### src/rtl/pwm_reg_bank.sv
// rtl/pwm_reg_bank.sv - shadowed duty/period register bank for a multi-channel PWM with rollover commit
// Optional err_count output is enabled by defining PWM_REG_BANK_ERR_CNT_EN.
module pwm_reg_bank #(
  parameter int              WIDTH      = 8,
  parameter int              CHANNELS   = 4,
  parameter logic [WIDTH-1:0] RST_PERIOD = {WIDTH{1'b1}},
  localparam int             CW         = (CHANNELS > 1) ? $clog2(CHANNELS) : 1
) (
  input  logic                      clk,
  input  logic                      rst,
  input  logic                      wr_en,
  input  logic [CW-1:0]             wr_ch,
  input  logic [WIDTH-1:0]          wr_duty,
  input  logic [WIDTH-1:0]          wr_period,
  input  logic                      sync_mode,
  input  logic [CHANNELS-1:0]       rollover,
  input  logic                      err_clr,
  output logic [CHANNELS*WIDTH-1:0] duty_flat,
  output logic [CHANNELS*WIDTH-1:0] period_flat,
  output logic [CHANNELS-1:0]       pending,
  output logic [CHANNELS-1:0]       upd_done,
  output logic                      err
`ifdef PWM_REG_BANK_ERR_CNT_EN
  ,
  output logic [7:0]                err_count
`endif
);

  // Every decodable index gets a mask bit, so out-of-range channels decode to 0.
  localparam int NSLOT = 1 << CW;
  localparam logic [NSLOT-1:0] CH_MASK = {NSLOT{1'b1}} >> (NSLOT - CHANNELS);

  logic ch_ok;
  logic wr_ok;
  logic wr_reject;

  assign ch_ok     = CH_MASK[wr_ch];
  assign wr_ok     = wr_en & ch_ok & (wr_period != '0) & (wr_duty <= wr_period);
  assign wr_reject = wr_en & ~(ch_ok & (wr_period != '0) & (wr_duty <= wr_period));

  for (genvar n = 0; n < CHANNELS; n++) begin : g_ch
    logic [WIDTH-1:0] sh_duty;
    logic [WIDTH-1:0] sh_period;
    logic [WIDTH-1:0] act_duty;
    logic [WIDTH-1:0] act_period;
    logic             pend_r;
    logic             done_r;
    logic             wr_hit;
    logic             commit;

    assign wr_hit = wr_ok & (wr_ch == CW'(n));
    // Commit looks only at state registered before this edge; a same-cycle write stays in shadow.
    assign commit = pend_r & (sync_mode ? rollover[0] : rollover[n]);

    always_ff @(posedge clk or posedge rst) begin
      if (rst) begin
        sh_duty    <= '0;
        sh_period  <= '0;
        act_duty   <= '0;
        act_period <= RST_PERIOD;
        pend_r     <= 1'b0;
        done_r     <= 1'b0;
      end else begin
        done_r <= commit;
        if (commit) begin
          act_duty   <= sh_duty;
          act_period <= sh_period;
        end
        if (wr_hit) begin
          sh_duty   <= wr_duty;
          sh_period <= wr_period;
          pend_r    <= 1'b1;
        end else if (commit) begin
          pend_r <= 1'b0;
        end
      end
    end

    assign duty_flat[n*WIDTH +: WIDTH]   = act_duty;
    assign period_flat[n*WIDTH +: WIDTH] = act_period;
    assign pending[n]                    = pend_r;
    assign upd_done[n]                   = done_r;
  end

  // A reject in the clear cycle wins so the event is never lost.
  always_ff @(posedge clk or posedge rst) begin
    if (rst) begin
      err <= 1'b0;
    end else if (wr_reject) begin
      err <= 1'b1;
    end else if (err_clr) begin
      err <= 1'b0;
    end
  end

`ifdef PWM_REG_BANK_ERR_CNT_EN
  always_ff @(posedge clk or posedge rst) begin
    if (rst) begin
      err_count <= 8'd0;
    end else if (err_clr) begin
      err_count <= wr_reject ? 8'd1 : 8'd0;
    end else if (wr_reject && err_count != 8'hFF) begin
      err_count <= err_count + 8'd1;
    end
  end
`endif

endmodule

### config.mk
export PLATFORM = sky130hd
export DESIGN_NAME = pwm_reg_bank
export DESIGN_NICKNAME = d
export VERILOG_FILES = /design/src/rtl/pwm_reg_bank.sv
export SDC_FILE = /design/constraint.sdc
export NUM_CORES = 1
export LEC_CHECK = 0
export CAP_MARGIN = 20
export CORE_MARGIN = 2
export CORE_UTILIZATION = 35
export DETAILED_ROUTE_END_ITERATION = 6
export PLACE_DENSITY = 0.54
export SYNTH_ARGS = -nofsm -noshare
export SYNTH_HDL_FRONTEND = slang
export SYNTH_SLANG_ARGS = --single-unit
### constraint.sdc
create_clock -name clk -period 9.95 [get_ports clk]
set_clock_uncertainty 0.1 [all_clocks]
set_input_delay 0.995 -clock clk [delete_from_list [all_inputs] [get_ports clk]]
set_output_delay 0.995 -clock clk [all_outputs]
set_load 0.01 [all_outputs]
**Word level (Yosys, flattened, before mapping)**

Index checks and enable logic that the tools add are counted.

- Bitwise gates (word level): 15
- Reduce and logical (&&, ||, !) cells: 7
- $lt $le $gt $ge: 2
- Muxes and demuxes: 15
- Equality and inequality tests: 3

Operator list:

| kind | count |
|---|---|
| $and A1 B1 Y1 | 14 |
| $mux W1 | 14 |
| $reduce_bool A2 Y1 | 5 |
| $le A8 B8 Y1 | 1 |
| $reduce_bool A8 Y1 | 1 |
| $eq A2 B2 Y1 const B | 2 |
| $lt A2 B3 Y1 const B | 1 |
| $bmux W1 S2 | 1 |
| $eq A2 B1 Y1 const B | 1 |
| $logic_not A2 Y1 | 1 |
| $not A1 Y1 | 1 |

- Bits of input ports: 27
- Register bits: 137
- Output and inout bits: 73
- Logic and storage cells: 67

**Longest topological paths before layout**

- Depth in word-level cells: 7
- Mapped depth: 8
- Gate-level depth less buffers: 7

**Worst setup path after synthesis**

OpenSTA, ideal clock, no wires.

- Path type: in2reg
- Start point: input wr_period[5]
- End point: register g_ch[0].sh_duty[7]
- Arrival: 2.621 ns
- Required time: 9.725 ns
- Stages on the path: 8
- Buffers on the path: 1
- Setup time: 0.125 ns
- Setup slack: 7.104 ns
- Cell sequence: inv_1 ha_1 nand4_2 nor2_4 a21oi_4 nor3_4 buf_6 mux2_4

- Longest elaborated chain between the ends: 4
- Elaborated cells between the ends (all ways): 5
- Classes of those cells: 1 x order compare; 3 x bitwise; 1 x reduce/logical

RTL lines:

| item | line | text |
|---|---|---|
| from (decl) | 14 | `input logic [WIDTH-1:0] wr_period,` |
| parallel branches: the longest is 2 deep, another holds $le A8 B8 Y1 | -- |  |
| $and A1 B1 Y1 (*) | 38 | `assign wr_ok = wr_en & ch_ok & (wr_period != '0) & (wr_duty <= wr_period);` |
| $and A1 B1 Y1 (*) | 51 | `assign wr_hit = wr_ok & (wr_ch == CW'(n));` |
| to (signal assigned) | 70 | `sh_duty <= wr_duty;` |
| to (decl) | 42 | `logic [WIDTH-1:0] sh_duty;` |

Every way passes the cells marked *.
A chain may end at the register's enable or synchronous reset.

**Worst setup path after layout**

- Start point: input wr_period[5]
- End point: register g_ch[1].sh_period[7]

- Longest elaborated chain between the ends: 4
- Elaborated cells between the ends (all ways): 5
- Classes of those cells: 1 x order compare; 3 x bitwise; 1 x reduce/logical

RTL lines:

| item | line | text |
|---|---|---|
| parallel branches: the longest is 2 deep, another holds $le A8 B8 Y1 | -- |  |
| $and A1 B1 Y1 (*) | 38 |  |
| $and A1 B1 Y1 (*) | 51 |  |
| to (signal assigned) | 71 | `sh_period <= wr_period;` |
| to (decl) | 43 | `logic [WIDTH-1:0] sh_period;` |

Marks and branches as above.

==> impl_results.md <==
- Post-layout nets: 578
- Port bufs: 99
- Pin count of the biggest net entering global routing: 80
- Clk root buf: clkbuf_16
- CTS tree: built
- ANT nets after route: 0
- Unrepaired setup endpoints after global routing: no
- VDD IR-drop max: about 120 µV
- Total gr overflow: 0
- Status: finished clean
- Relative slew slack: 26.75%
- CTS resizes: 0
- PD cells: 282.9 nW/µm²
- Seq cells post-synth: between 100 and 150
- Met3 Usage GRT: between 4 and 5%
- Die ar.: 17240 µm²
- Leakage: 3.404 nW
- Tcrit/Tclk final: 37.80%
- Startpoint types: input pin
- Layout fillers: 1494
- Tmin final: 3.761 ns
- Most frequent cells in the layout: nand2_1 (146), dfrtp_1 (105), clkdlybuf4s50_1 (99)
- Post-DP HPWL: 8569 µm
- Die width: around 130 µm
- Initial Utilization: 35.70%
- CTS Hold Bufs: 0
- Met1 usage: a little over a fifth
- Share of cells above drive strength 1: 28.24%
- Clock sinks: 137
- Area Overhead vs Synth: 31.29%
- Fmax: between 200 and 300 MHz
- Power, Total: approximately 2.1 mW
- Worst slew pin tran: ~1.1 ns
- Count of different cell masters after synthesis: 31
- Final setup fails: 0
- Global routing's busiest layer: met2
- Diodes inserted: 0
- CP max FO: 17
- Synth warn: 0
- I/O pin cnt: 100
- Post-Layout Inst Area: around 7400 µm²
- Cell Rows: 46
- Total track usage: 15.47%
- Vias in the first global route: 3660
- Syn_nets: 478
- Die height: 131.3 µm
- Fin cells: 772
- Dominant cell type by area after synthesis: dfrtp_1
- Routability Congestion: between 0.7 and 0.8
- Final WS setup: 6.189 ns
- Post-DR wirelength/cell: 16.49 µm
- Via/cell ratio: 4.576
- Commonest non-fill, non-tap cell in the layout: nand2_1
- WHS: 0.3542 ns
- Drt pass-1 iters: 4
- H-tree depth: 4
- DR vias: 3533
- Placed cell count: 739
- Dpl ws: 5.743 ns
- First DRT Iteration DRCs: 141
- Slew Limit Fails: 0
- Sequential share of the synthesized area: 61.17%
- Critical Path RT: between 10 and 15 ns
- Clk_lat worst skew: 0.41 ns
- CTS buffer count: 17
- Type of the tightest min-delay check: reg2reg
- GR Layer Usage met2: 23.13%
- Mapped Cells: 443
- Crit Path Class: in2reg
- Final hold vios: 0
- Clock transition at path regs: 0.05 ns
- Initial antenna violation count: 0
- DR DRC count: 0
- Critical Path End Type: flop
- Util after Layout: 46.87%
- Setup TNS: 0 ns
- CP arrival: roughly 4.0 ns
- Mean post-synth cell area: roughly 13 µm²
- Detailed Route WL: ~13000 µm
- First-pass GRT wire length: 20470 µm
- Core Box Area: 15890 µm²
- Max Cap Viol: 0
- Placed cell area: about 6800 µm²
- Synthesized area: 5670 µm²
- Clock Path Buffers: 2
- Synth area leaders: dfrtp_1 (46%), dfstp_2 (15%), nand2_1 (9.7%)
- Post-CTS setup buffer count: 0
- Area share of the largest cell type after synthesis: 46.34%
==> Yosys cell counts <==
master and count:
nor2b_2 1, buf_1 3, clkinv_1 3, buf_2 2
nor3_4 4, o22ai_1 1, buf_4 8, nor3b_1 1
mux2i_1 3, nand4_1 2, a21oi_1 2, ha_1 8
nor2_4 1, mux2_4 36, nor2_1 1, mux2_2 44
a211oi_4 1, nor4_1 2, buf_6 4, a21o_1 5
clkbuf_1 5, nand4b_1 2, dfstp_2 32, nand3_1 2
dfrtp_1 105, a21oi_4 1, nand4_2 1, o211ai_2 1
inv_1 13, nand2_1 146, nand2b_1 3
==> power by group <==
part	internal (mW)	total, mW	leakage (nW)	switching (mW)
Combinational	0.352	0.571	1.48	0.219
Sequential	0.793	0.905	1.62	0.113
Clock	0.407	0.629	0.299	0.222
==> area by class of cell <==
class / count / area (µm²) / area share (%)
Inverter: 16 / 65.06 / 0.8739
Sequential cell: 137 / 3468 / 46.59
Clock inverter: 7 / 87.58 / 1.176
Timing Repair Buffer: 103 / 1041 / 13.98
Tap cell: 216 / 270.3 / 3.630
Multi-Input combinational cell: 268 / 1997 / 26.82
Clock buffer: 25 / 515.5 / 6.924
==> path summary, 6_finish.rpt <==
| check | start | endpoint | slack, ns | cells after the start |
|---|---|---|---|---|
| setup / recovery | wr_period[5] | g_ch[1].sh_period[7]$_DFFE_PP0P_ | 6.19 | 8 |
| setup reg to reg | g_ch[3].pend_r$_DFFE_PP0P_ | g_ch[3].act_duty[7]$_DFFE_PP0P_ | 8.07 | 4 |
| hold reg to reg | g_ch[1].act_period[4]$_DFFE_PP1P_ | g_ch[1].act_period[4]$_DFFE_PP1P_ | 0.35 | 2 |
| hold / removal | g_ch[1].act_period[4]$_DFFE_PP1P_ | g_ch[1].act_period[4]$_DFFE_PP1P_ | 0.35 | 2 |
| min in group asynchronous | rst | g_ch[1].act_duty[7]$_DFFE_PP0P_ | 0.89 | 2 |
| max in group asynchronous | rst | g_ch[1].act_period[5]$_DFFE_PP1P_ | 7.75 | 4 |
==> metal layers <==
layer / up-vias / part of all wire [%] / routed length, µm
li1: 1650 / - / -
met1: 1781 / 48 / 6116
met2: 88 / 45 / 5720
met3: 14 / 6.0 / 760
met4: 0 / 1.1 / 135
met5: - / 0 / 0
==> sequential cells by signal, summed over array words and instances, names as in the netlist <==
signal / count
g_ch.act_duty: 32
err: 1
g_ch.act_period: 32
g_ch.pend_r: 4
g_ch.sh_period: 32
g_ch.done_r: 4
g_ch.sh_duty: 32
==> worst max-delay path, cell delays in order <==
cell and delay (ns):
clkdlybuf4s50_1 0.73, inv_1 0.10, ha_1 0.32, nand4_2 0.18, nor2_4 0.21, a21oi_4 0.09
nor3_4 0.91, mux2_2 0.42
==> cells by family after synthesis <==
| group | after synthesis | synth area share (%) |
|---|---|---|
| muxes | 83 | 18.80 |
| AOI/OAI and AO/OA | 11 | 1.810 |
| and+or+nand+nor | 166 | 12.84 |
| adders and majority gates | 8 | 1.765 |
| DFF | 137 | 61.17 |
| buffers and inverters | 38 | 3.619 |
Note: power is estimated with default switching activity, not from simulation.
